**src/rtl/tetris_cmd_sched.sv**
```systemverilog
// rtl/tetris_cmd_sched.sv - arbitrates key pulses, gravity and garbage bars into one
// core command per WAIT state, and drives the bar mask the core samples in BAR.
package enum_type;
  typedef enum logic [3:0] {
    NONE, INIT, GEN, WAIT, BAR, DOWN, DROP, HOLD, ROTATE, ROTATE_REV, LEFT, RIGHT, END
  } state_type;
endpackage

module tetris_cmd_sched
  import enum_type::*;
#(
  parameter logic [31:0] GRAV_BASE = 32'd50_000_000,
  parameter logic [31:0] GRAV_STEP = 32'd4_000_000,
  parameter logic [31:0] GRAV_MIN  = 32'd5_000_000,
  parameter logic [3:0]  MAX_LEVEL = 4'd9,
  parameter int          BAR_DEPTH = 4
) (
  input  logic        clk,
  input  logic        reset_n,
  input  logic        btn_left,
  input  logic        btn_right,
  input  logic        btn_rot,
  input  logic        btn_rot_rev,
  input  logic        btn_down,
  input  logic        btn_drop,
  input  logic        btn_hold,
  input  logic        pause,
  input  logic        bar_valid,
  input  logic [9:0]  bar_mask_in,
  output logic        bar_ready,
  input  state_type   state,
  input  logic [15:0] score,
  output state_type   ctrl,
  output logic [9:0]  bar_mask,
  output logic [3:0]  level
);
  localparam int KEYS  = 7;
  localparam int PTR_W = $clog2(BAR_DEPTH);
  localparam logic [PTR_W:0] FULL_CNT = (PTR_W+1)'(BAR_DEPTH);

  state_type        ctrl_q, ctrl_d;
  logic [KEYS-1:0]  key_pend_q, key_pend_d, keys, key_req, key_sel, key_clr;
  logic             grav_pend_q, grav_pend_d, grav_clr, grav_run, grav_wrap;
  logic [31:0]      grav_cnt_q, grav_cnt_d, step_total, period;
  logic [3:0]       level_q, level_d;
  logic             in_menu, can_issue, manual_reload;
  logic [9:0]       mem_q [BAR_DEPTH];
  logic [PTR_W-1:0] wr_ptr_q, rd_ptr_q;
  logic [PTR_W:0]   cnt_q;
  logic             fifo_empty, push, pop;
  logic             score_unused;

  // Key index order is the arbitration order among keys (index 0 wins).
  function automatic state_type key_cmd(input int idx);
    case (idx)
      0:       key_cmd = DROP;
      1:       key_cmd = HOLD;
      2:       key_cmd = ROTATE;
      3:       key_cmd = ROTATE_REV;
      4:       key_cmd = LEFT;
      5:       key_cmd = RIGHT;
      default: key_cmd = DOWN;
    endcase
  endfunction

  assign keys         = {btn_down, btn_right, btn_left, btn_rot_rev, btn_rot, btn_hold, btn_drop};
  assign score_unused = ^score[3:0];
  assign fifo_empty   = (cnt_q == '0);
  assign bar_ready    = (cnt_q != FULL_CNT);
  assign push         = bar_valid && bar_ready && (state != INIT);
  assign pop          = (state == BAR) && !fifo_empty;
  assign bar_mask     = fifo_empty ? 10'd0 : mem_q[rd_ptr_q];
  assign ctrl         = ctrl_q;
  assign level        = level_q;

  always_comb begin
    in_menu   = (state == INIT) || (state == END);
    can_issue = (ctrl_q == NONE) && (in_menu || ((state == WAIT) && !pause));
    key_req   = in_menu ? keys : (key_pend_q | keys);
    key_sel   = key_req & (~key_req + 7'd1);
    ctrl_d    = NONE;
    key_clr   = '0;
    grav_clr  = 1'b0;
    if (can_issue) begin
      if (!in_menu && grav_pend_q) begin
        ctrl_d     = DOWN;
        grav_clr   = 1'b1;
        key_clr[6] = 1'b1;
      end else if (!in_menu && !fifo_empty) begin
        ctrl_d = BAR;
      end else if (key_req != '0) begin
        key_clr = key_sel;
        for (int i = 0; i < KEYS; i++)
          if (key_sel[i]) ctrl_d = key_cmd(i);
      end
    end
    // A pulse consumed by its own issue is gone; one landing on an already pending bit re-arms it.
    key_pend_d = in_menu ? '0 : ((key_pend_q & ~key_clr) | (keys & ~(key_clr & ~key_pend_q)));

    step_total = {28'd0, level_q} * GRAV_STEP;
    period     = ((GRAV_BASE > step_total) && ((GRAV_BASE - step_total) > GRAV_MIN)) ?
                 (GRAV_BASE - step_total) : GRAV_MIN;
    grav_run    = !in_menu && !pause;
    grav_wrap   = grav_run && (grav_cnt_q == period - 32'd1);
    grav_pend_d = in_menu ? 1'b0 : ((grav_pend_q & ~grav_clr) | grav_wrap);
    // Gravity's own DOWN already restarted the period at the wrap; only player moves reload it.
    manual_reload = (ctrl_d == DROP) || ((ctrl_d == DOWN) && !grav_clr);
    if ((state == GEN) || manual_reload || grav_wrap) grav_cnt_d = 32'd0;
    else if (grav_run)                                grav_cnt_d = grav_cnt_q + 32'd1;
    else                                              grav_cnt_d = grav_cnt_q;

    level_d = ((score[15:8] != 8'd0) || (score[7:4] > MAX_LEVEL)) ? MAX_LEVEL : score[7:4];
  end

  always_ff @(posedge clk or negedge reset_n) begin
    if (!reset_n) begin
      ctrl_q      <= NONE;
      key_pend_q  <= '0;
      grav_pend_q <= 1'b0;
      grav_cnt_q  <= 32'd0;
      level_q     <= 4'd0;
      wr_ptr_q    <= '0;
      rd_ptr_q    <= '0;
      cnt_q       <= '0;
    end else begin
      ctrl_q      <= ctrl_d;
      key_pend_q  <= key_pend_d;
      grav_pend_q <= grav_pend_d;
      grav_cnt_q  <= grav_cnt_d;
      level_q     <= level_d;
      if (state == INIT) begin
        wr_ptr_q <= '0;
        rd_ptr_q <= '0;
        cnt_q    <= '0;
      end else begin
        if (push) wr_ptr_q <= wr_ptr_q + 1'b1;
        if (pop)  rd_ptr_q <= rd_ptr_q + 1'b1;
        if (push && !pop)      cnt_q <= cnt_q + 1'b1;
        else if (pop && !push) cnt_q <= cnt_q - 1'b1;
      end
    end
  end

  always_ff @(posedge clk) begin
    if (push) mem_q[wr_ptr_q] <= bar_mask_in;
  end
endmodule

```
**config.mk**
```make
export PLATFORM = sky130hd
export DESIGN_NAME = tetris_cmd_sched
export DESIGN_NICKNAME = d
export VERILOG_FILES = /design/src/rtl/tetris_cmd_sched.sv
export SDC_FILE = /design/constraint.sdc
export NUM_CORES = 1
export LEC_CHECK = 0
export BUFFER_PORTS_ARGS = -buffer_cell sky130_fd_sc_hd__clkbuf_2
export CELL_PAD_IN_SITES_DETAIL_PLACEMENT = 1
export CELL_PAD_IN_SITES_GLOBAL_PLACEMENT = 2
export CORE_MARGIN = 1.5
export CORE_UTILIZATION = 35
export CTS_CLUSTER_DIAMETER = 150
export DETAILED_ROUTE_END_ITERATION = 10
export GPL_TIMING_DRIVEN = 1
export PLACE_DENSITY_LB_ADDON = 0.1
export SETUP_SLACK_MARGIN = 0.3
export SYNTH_ARGS = -nofsm -noshare
export SYNTH_HDL_FRONTEND = slang
export SYNTH_SLANG_ARGS = --single-unit
```
**constraint.sdc**
```tcl
create_clock -name clk -period 4.85 [get_ports clk]
set_input_delay 0.7275 -clock clk [delete_from_list [all_inputs] [get_ports clk]]
set_output_delay 0.7275 -clock clk [all_outputs]
set_load 0.05 [all_outputs]
```
==> out/metrics.cfg, run 1 <==
[status]
outcome = finished, final reports clean

[die]
die_width_um = 137
io_pins = 60
initial_core_util_pct = 36.1
dieArea_sq_um = 18800
die_h_um = 137
core_sq_um = 17400
placementRows = 48

[logic_synthesis]
synth_largest_area_cell = dfrtp_1
ys.flop_type = dfrtp_1
yosysTopAreaCellShare_pct = 21.9
syn_inst = 649
ys_ff_latch = 95
yosysSeqAreaShare_pct = 41.0
synth_nets = 723
synth_area_leaders = dfrtp_1, edfxtp_1, ha_1
ys_warn_count = 0
syn_area_sq_um = 6280
syn_avg_cell_area_sq_um = 9.68
async_flop_share_pct = 57.9
synth_edf_count = 40
synth_cell_types = 75

[setup_path]
crit_required_ps = 5100
r2r_end = grav_cnt_q[6]
path_cells = fa_1 > inv_2 > fa_1 > inv_2 > ha_4 > nor2_2 > o21ba_4 > or4_4 > nor3b_4 > xnor2_2 > o221ai_2 > a32o_1 > or4_4 > and4bb_4 > buf_6 > clkbuf_16 > nor2_1
worstSetupStartpoint = level[1]
rr_startpoint = level[1]
ff2ff_setup_slack_ps = 130
start_kind = register
cp_slowest_cell = fa_1
crit_path_end_kind = register
path_max_fanout = 6
worstPathArrival_ps = 4970
r2r_cells = 17
worst_path_largest_cell_delay_ps = 550
path_class = register to register
crit_end = grav_cnt_q[6]

[route]
drtIter0Drc = 209
routed_wl_um = 16500
wl_per_cell_um = 17.2
routed_via_density = 5.27
vias = 5061
ant_nets = 0
drc_errors = 0
drt_first_pass_iters = 4

[finish]
final_common_cell = nand2_1
fin_util_pct = 43.4
diodes = 0
mostFrequentLayoutCells = nand2_1, nor2_1, clkbuf_2
final_area_sq_um = 7560
fin_nets = 804
syn_to_final_growth_pct = 20.2
drive_above_1_share_pct = 23.4

[clock_tree]
ctsHoldBuffers = 0
cts_tree = done
cts-root-buf = clkbuf_16
path_clk_slew_ps = 70
clock_latency_ps = 360
clk_path_buf_depth = 2
cts_inserted_buffers = 9
clock-sinks = 95
htreeDepth = 3

[pwr]
p_comb_share_pct = 31.2
p_leak_nw = 3.04
p_sw_share_pct = 37.6
vdd_drop_max_mv = 0.337
powerDensity_nw_per_um2 = 341
clkPwrFrac_pct = 27.2
pwr-share-seq_pct = 41.6
p_int_mw = 1.61
p_sw_mw = 0.969

[grt]
grt_pass1_vias = 5437
grt_antenna_before_repair = 0
grt_pass1_wl_um = 27700
overflow = 0
grt_usage_pct = 19.0
grt_max_degree = 56

[sta]
skew_ps = 10.5
slew_headroom_pct = 49.7
rsz0062_at_grt = yes
fmax_mhz = 212
worst_pin_slew_ps = 754
finalCritPeriodShare_pct = 97.3
report.final.slew_viol_count = 0
period_needed_ps = 4720
hold_violations = 0
setup_violations = 0

[place]
gp_congestion = 0.821
dpl.hpwl_um = 12200
port_buffers = 55
dpl_cell_area_sq_um = 7000

[flow_run]
maxCapViolCount = 0

[min_path]
min-delay-path-class = primary input to asynchronous set/reset pin

==> per-stage QoR <==
step                setup TNS (ps)  total power, mW  cells  hold WS [ps]  setup WS, ps
finish                           0             2.58    960           510           132
global route                 -1460             2.72    960           553         -67.9
floorplan                        0             1.67    649           432           233
CTS                              0             2.62    957           541           135
global placement              -465             1.86    930           530         -31.8
detailed placement           -1790             1.91    930           539         -73.5
==> logic make-up (layout without fill, tap and decap cells) <==
kind of cell / Yosys count / after routing / synth area share (%)
muxes: 19 / 19 / 5.24
buffers and inverters: 47 / 133 / 3.24
and+or+nand+nor: 293 / 293 / 24.0
DFF: 95 / 95 / 41.0
adders and majority gates: 35 / 35 / 7.61
xor gates and xnor gates: 59 / 59 / 8.34
AOI/OAI and AO/OA: 101 / 101 / 10.6
==> registers in the layout, summed over array words and instances, names as in the netlist <==
register     flops
grav_cnt_q      32
rd_ptr_q         2
level            4
wr_ptr_q         2
grav_pend_q      1
mem_q           40
cnt_q            3
ctrl             4
key_pend_q       7
==> Yosys cell counts, types with 4 or more instances <==
cell type / instances
a211oi_1: 4
a21o_1: 4
a21oi_1: 25
a31oi_1: 5
and2_1: 8
and3_1: 7
clkbuf_1: 14
dfrtp_1: 55
edfxtp_1: 40
fa_1: 6
ha_1: 27
inv_1: 26
mux2i_1: 7
mux4_2: 10
nand2_1: 79
nand2b_1: 13
nand3_1: 21
nand3b_1: 6
nand4_1: 6
nor2_1: 75
nor2b_1: 18
nor3_1: 11
nor3b_1: 6
nor4_1: 11
o21ai_0: 23
o221ai_1: 5
o22ai_1: 6
or2_2: 4
or4_1: 4
xnor2_1: 37
xor2_1: 21
==> metal layers <==
metal  vias up  share of wire (%)  GRT usage (%)
li1       2476                  -              -
met1      2517                 46           24.1
met2        57                 50           33.5
met3        11                2.6           3.22
met4         0                1.1           5.15
met5         -                  0              0
==> critical path, delay by kind of cell (launching register included) <==
kind / cells / cell delay [ps]
adders and majority gates: 3 / 1340
AOI/OAI and AO/OA: 3 / 540
DFF: 1 / 520
buffers and inverters: 4 / 360
and+or+nand+nor: 6 / 1660
xor gates and xnor gates: 1 / 180
==> worst min path at each step <==
stage,from,end,slack [ps],depth (start not counted)
global route,score[4],level[0],550,2
floorplan,reset_n,cnt_q[0],430,0
CTS,reset_n,wr_ptr_q[1],540,2
detailed placement,grav_pend_q,grav_pend_q,540,2
finish,reset_n,wr_ptr_q[1],510,2
global placement,key_pend_q[6],key_pend_q[6],530,2
==> what timing repair did <==
item | in CTS | in global routing
resized for setup | 14 | 10
endpoints found under the setup margin | 31 | 31
pin swaps | 11 | 6
hold endpoints to repair | 0 | 0
cloned | 1 | 1
buffers inserted | 10 | 2
==> power by group through the flow <==
stage	Clock (mW)	Combinational (mW)	Sequential, mW
CTS	0.718	0.820	1.08
detailed placement	0	0.814	1.10
global placement	0	0.785	1.08
global route	0.750	0.881	1.09
floorplan	0	0.634	1.03
finish	0.700	0.804	1.07
==> layout make-up <==
class | count | area, sq um
clock buffer | 9 | 225
multi-input combinational | 507 | 3700
fill | 2023 | 9860
clock inverter | 7 | 62.6
tap | 225 | 282
inverter | 26 | 97.6
sequential | 95 | 2590
timing repair buffer | 91 | 603
Power figures use the tool's default switching activity.
==> run 2, diff against run 1 <==
- RECOVER_POWER: not set -> 100
==> run 2 against run 1 <==
The flow now finishes with violations (capacitance limit, slew limit). Sequential share of layout area increased by 0.22 points. Die area unchanged. First-iteration DRC count unchanged.
==> out/metrics.cfg, run 2 (synthesis results as in run 1) <==
[status]
outcome = complete, but fails checks  ; was finished, final reports clean
violations = capacitance limit, slew limit

[setup_path]
path_max_fanout = 6  ; unchanged
crit_required_ps = 5100  ; about the same
start_kind = register  ; unchanged
worstPathArrival_ps = 4970  ; about the same
cp_slowest_cell = fa_1  ; unchanged
crit_path_end_kind = register  ; unchanged
worst_path_largest_cell_delay_ps = 550  ; about the same
path_class = register to register  ; unchanged
path_cells = fa_1 > inv_2 > fa_1 > inv_2 > ha_4 > nor2_2 > o21ba_4 > or4_4 > nor3b_4 > xnor2_2 > o221ai_2 > a32o_1 > or4_4 > and4bb_4 > buf_6 > clkbuf_16 > nor2_1  ; unchanged

[place]
gp_congestion = 0.821  ; unchanged
dpl.hpwl_um = 12200  ; unchanged
port_buffers = 55  ; unchanged
dpl.cell_count = 930  ; unchanged

[grt]
grt_pass1_wl_um = 27700  ; unchanged
grt_antenna_before_repair = 0  ; unchanged
grt_usage_pct = 19.0  ; unchanged
grt_max_degree = 56  ; unchanged
overflow = 0  ; unchanged
grt_pass1_vias = 5437  ; unchanged

[clock_tree]
htreeDepth = 3  ; unchanged
path_clk_slew_ps = 70  ; about the same
cts-root-buf = clkbuf_16  ; unchanged
cts_inserted_buffers = 9  ; unchanged
clock-sinks = 95  ; unchanged
clk_path_buf_depth = 2  ; unchanged
cts_tree = done  ; unchanged
clock_latency_ps = 360  ; about the same

[pwr]
vdd_drop_max_mv = 0.325  ; was 0.337 mV
powerDensity_nw_per_um2 = 341  ; about the same
finalPower_mw = 2.56  ; was 2.58 mW
p_leak_nw = 2.93  ; was 3.04 nW

[finish]
mostFrequentLayoutCells = nand2_1, nor2_1, dfrtp_1  ; was nand2_1, nor2_1, clkbuf_2
final_common_cell = nand2_1  ; unchanged
fillers = 2029  ; was 2,023
syn_to_final_growth_pct = 19.5  ; was 20.2%
drive_above_1_share_pct = 18.8  ; was 23.4%
stdcell_count = 960  ; unchanged
fin_nets = 804  ; unchanged
largest_reg_flops = 40  ; unchanged
largest_register = mem_q  ; unchanged
diodes = 0  ; unchanged
top_regs = mem_q x40, grav_cnt_q x32, key_pend_q x7  ; unchanged

[sta]
report.final.slew_viol_count = 56  ; was 0
finalCritPeriodShare_pct = 97.3  ; about the same
hold_violations = 0  ; unchanged
fmax_mhz = 212  ; about the same
rsz0062_at_grt = yes  ; unchanged
setup_violations = 0  ; unchanged
skew_ps = 10.5  ; about the same
slew_headroom_pct = -110  ; was 49.7%
worst_pin_slew_ps = 3160  ; was 754 ps
period_needed_ps = 4720  ; about the same

[route]
drt_first_pass_iters = 5  ; was 4
wl_per_cell_um = 17.3  ; was 17.2 um
ant_nets = 0  ; unchanged
vias = 5058  ; was 5,061
routed_wl_um = 16600  ; was 16,500 um
drc_errors = 0  ; unchanged
drtIter0Drc = 209  ; unchanged
routed_via_density = 5.27  ; about the same

[die]
die_width_um = 137  ; unchanged
initial_core_util_pct = 36.1  ; unchanged
die_h_um = 137  ; unchanged
placementRows = 48  ; unchanged
io_pins = 60  ; unchanged
core_sq_um = 17400  ; unchanged
dieArea_sq_um = 18800  ; unchanged

[min_path]
min-delay-path-class = register to register  ; was primary input to asynchronous set/reset pin

[flow_run]
maxCapViolCount = 1  ; was 0

[run 2: cell types whose count changed in the layout (fill, tap and decap cells not counted), sizes merged]
| cell | delta |
|---|---|
| buf | -3 |
| clkbuf | +3 |
[run 2: power breakdown]
group / switching [mW] / internal, mW
Sequential: 0.110 / 0.963
Clock: 0.343 / 0.358
Combinational: 0.519 / 0.266
Total: 0.972 / 1.59
[run 2: path summary, 6_finish.rpt]
| path | slack (ps) | cells after the start | startpoint | endpoint |
|---|---|---|---|---|
| worst max-delay path | 130 | 17 | level[1] | grav_cnt_q[6] |
| worst min-delay path | 550 | 2 | key_pend_q[3] | key_pend_q[3] |
| worst max register to register | 130 | 17 | level[1] | grav_cnt_q[6] |
| worst min register to register | 550 | 2 | key_pend_q[3] | key_pend_q[3] |
| max in group asynchronous | 1120 | 2 | reset_n | level[3] |
| min in group asynchronous | 1500 | 2 | reset_n | wr_ptr_q[1] |
[run 2: critical path: cells and delay by family, from the launching register on]
family / cells / cell delay [ps]
adder cells (fa/ha/maj): 3 / 1340
flip-flops: 1 / 520
AO/OA/AOI/OAI: 3 / 540
buffers and inverters: 4 / 360
AND/OR/NAND/NOR: 6 / 1660
XOR/XNOR: 1 / 180
[run 2: through the flow]
step / hold slack (ps) / setup TNS (ps) / setup WS (ps) / area [sq um] / util (%)
6_report: 550 / 0 / 131 / 7510 / 43.1
3_3_place_gp: 530 / -465 / -31.8 / 7000 / 40.2
4_1_cts: 541 / 0 / 135 / 7480 / 43.0
5_1_grt: 553 / -1460 / -67.9 / 7510 / 43.1
3_5_place_dp: 539 / -1790 / -73.5 / 7000 / 40.2
2_1_floorplan: 432 / 0 / 233 / 6370 / -
[run 2: repair_timing]
item,CTS,global route
hold buffers,0,0
endpoints found under the setup margin,31,31
resized for setup,14,10
cloned,1,1
buffers inserted,10,2
pin swaps,11,6
[run 2: final cells by class]
cell class              count  area (sq um)  share of cell area (%)
multi-input cells         507          3700                    49.3
flip-flops and latches     95          2590                    34.5
repair buffers             91           554                    7.38
well taps                 225           282                    3.75
clock buffers               9           225                    3.00
inverters                  26          97.6                    1.30
clock inverters             7          62.6                   0.833
[run 2: metal layers]
metal,wire length [um],GRT usage [%],up-vias,part of all wire [%]
li1,-,-,2477,-
met1,7720,24.1,2515,47
met2,8250,33.5,55,50
met3,408,3.22,11,2.5
met4,176,5.15,0,1.1
met5,0,0,-,0
==> run 3, diff against run 2 <==
- CORE_ASPECT_RATIO: not set -> 1.1
- clock period: 4.85 -> 3.78 ns (I/O delays scaled with it)
==> run 3 against run 2 <==
The run ends with capacitance limit, slew limit, setup timing left. Cell count increased by 7.2%. Non-clock buffer count increased by 56. Clock power is 36% higher. Sequential power increased by 28%. Setup slack worse by 1100 ps. Clock skew about the same. Critical path type unchanged. Fmax down 0.52%. Worst hold slack worse by 150 ps. Utilization increased by 1.8 points. Critical path depth shrank 1. Die area about the same. First-iteration DRC count is 26% lower.
==> out/metrics.cfg, run 3 (synthesis results as in run 1) <==
[sta]
report.final.slew_viol_count = 32  ; was 56
finalCritPeriodShare_pct = 125  ; was 97.3%
worst_pin_slew_ps = 1990  ; was 3160 ps
hold_violations = 0  ; unchanged
rsz0062_at_grt = yes  ; unchanged
slew_headroom_pct = -32.7  ; was -110%
fmax_mhz = 211  ; was 212 MHz
worst_slack_ps = -964  ; was 131 ps
setup_violations = 31  ; was 0
period_needed_ps = 4740  ; was 4720 ps
skew_ps = 10.9  ; was 10.5 ps

[die]
core_sq_um = 17700  ; was 17,400 sq um
dieArea_sq_um = 18800  ; about the same
initial_core_util_pct = 35.6  ; was 36.1%
placementRows = 51  ; was 48
io_pins = 60  ; unchanged
die_width_um = 131  ; was 137 um
die_h_um = 144  ; was 137 um

[setup_path]
path_max_fanout = 8  ; was 6
cp_slowest_cell = fa_1  ; unchanged
start_kind = register  ; unchanged
path_class = register to register  ; unchanged
crit_required_ps = 4020  ; was 5100 ps
worstPathArrival_ps = 4990  ; was 4970 ps
crit_path_end_kind = register  ; unchanged
crit_family = simple AND/OR/NAND/NOR gates  ; unchanged
path_buf_inv = 3  ; was 4
worst_path_largest_cell_delay_ps = 580  ; was 550 ps
path_cells = fa_1 > inv_1 > fa_1 > inv_2 > ha_4 > nor2_2 > o21ba_4 > or4_4 > nor3b_4 > xnor2_2 > o221ai_2 > a32o_1 > or4_4 > and4bb_4 > clkbuf_16 > nor2_1  ; was fa_1 > inv_2 > fa_1 > inv_2 > ha_4 > nor2_2 > o21ba_4 > or4_4 > nor3b_4 > xnor2_2 > o221ai_2 > a32o_1 > or4_4 > and4bb_4 > buf_6 > clkbuf_16 > nor2_1

[place]
dpl.hpwl_um = 12900  ; was 12,200 um
dpl_worst_slack_ps = -951  ; was -73.5 ps
dpl_cell_area_sq_um = 7520  ; was 7000 sq um
port_buffers = 55  ; unchanged
gp_congestion = 0.832  ; was 0.821

[finish]
multi_input_area_sq_um = 3690  ; was 3700 sq um
fillers = 2089  ; was 2,029
top_regs = mem_q x40, grav_cnt_q x32, key_pend_q x7  ; unchanged
final_common_cell = buf_4  ; was nand2_1
final-seq-area_sq_um = 2590  ; unchanged
fin_nets = 860  ; was 804
final_area_sq_um = 7930  ; was 7510 sq um
diodes = 0  ; unchanged
largest_register = mem_q  ; unchanged
drive_above_1_share_pct = 23.9  ; was 18.8%
syn_to_final_growth_pct = 26.2  ; was 19.5%
largest_reg_flops = 40  ; unchanged
mostFrequentLayoutCells = buf_4, nand2_1, nor2_1  ; was nand2_1, nor2_1, dfrtp_1

[status]
outcome = complete, but fails checks  ; unchanged
violations = capacitance limit, slew limit, setup timing  ; was capacitance limit, slew limit

[clock_tree]
clock-sinks = 95  ; unchanged
clk_path_buf_depth = 2  ; unchanged
cts_tree = done  ; unchanged
clock_latency_ps = 350  ; was 360 ps
ctsHoldBuffers = 0  ; unchanged
cts_inserted_buffers = 9  ; unchanged
path_clk_slew_ps = 70  ; about the same
cts-root-buf = clkbuf_16  ; unchanged
htreeDepth = 3  ; unchanged

[route]
dr_wl_met2_um = 8820  ; was 8250 um
routed_wl_um = 17100  ; was 16,600 um
drt_first_pass_iters = 4  ; was 5
vias = 5260  ; was 5,058
drc_errors = 0  ; unchanged
routed_via_density = 5.11  ; was 5.27
met3WireLength_um = 340  ; was 408 um
met1Wirelength_um = 7730  ; was 7720 um
wl_per_cell_um = 16.6  ; was 17.3 um
top_layer = met4  ; unchanged
drtIter0Drc = 154  ; was 209
ant_nets = 0  ; unchanged

[grt]
overflow = 0  ; unchanged
grt_pass1_vias = 5681  ; was 5,437
grt_max_degree = 33  ; was 56
grt_antenna_before_repair = 0  ; unchanged
grt_pass1_wl_um = 28300  ; was 27,700 um
grt_usage_pct = 19.5  ; was 19.0%

[pwr]
vdd_drop_max_mv = 0.280  ; was 0.325 mV
p_leak_nw = 3.19  ; was 2.93 nW
powerDensity_nw_per_um2 = 419  ; was 341 nW/um^2

[min_path]
min-delay-path-class = primary input to register  ; was register to register

[flow_run]
maxCapViolCount = 1  ; unchanged

==> run 3: layout make-up <==
cell class | instances | area share, %
Clock buffer | 9 | 2.84
Clock inverter | 7 | 1.09
Inverter | 26 | 1.23
Multi-Input combinational cell | 507 | 46.5
Sequential cell | 95 | 32.6
Tap cell | 238 | 3.76
Timing Repair Buffer | 147 | 11.9
==> run 3: layer usage <==
metal / vias to the layer above / global-route usage, %
li1: 2582 / -
met1: 2607 / 24.0
met2: 57 / 35.2
met3: 14 / 2.72
met4: 0 / 5.44
met5: - / 0
==> run 3: power by group <==
| part | internal (mW) | leakage, nW | switching (mW) | total [mW] |
|---|---|---|---|---|
| logic | 0.337 | 1.96 | 0.659 | 0.997 |
| registers | 1.24 | 1.08 | 0.137 | 1.37 |
| clock network | 0.528 | 0.150 | 0.426 | 0.954 |
| total | 2.10 | 3.19 | 1.22 | 3.32 |
==> run 3: final timing paths <==
kind / start / to / slack (ps) / cells after the start
min in group asynchronous: reset_n / level[0] / 770 / 1
max in group asynchronous: reset_n / grav_cnt_q[21] / 1210 / 2
min: score[4] / level[0] / 400 / 2
max reg2reg: level[1] / grav_cnt_q[15] / -960 / 16
max: level[1] / grav_cnt_q[15] / -960 / 16
min reg2reg: grav_pend_q / grav_pend_q / 540 / 2
==> run 3: what timing repair did <==
item                                    in CTS  in global routing
setup buffers                                2                  2
hold endpoints to repair                     0                  0
endpoints found under the setup margin      31                 31
gates cloned                                 0                  1
gates resized for setup                      6                 15
pin swaps                                    3                 11
==> run 3: through the flow <==
step | utilization, % | total power, mW | instances | hold slack, ps | TNS (ps)
floorplan | - | 2.14 | 649 | 271 | -25260
global placement | 42.5 | 2.41 | 1008 | 528 | -26950
detailed placement | 42.5 | 2.44 | 1008 | 534 | -28530
CTS | 44.5 | 3.42 | 1026 | 367 | -26710
global route | 44.9 | 3.52 | 1029 | 406 | -34440
finish | 44.9 | 3.32 | 1029 | 402 | -28940
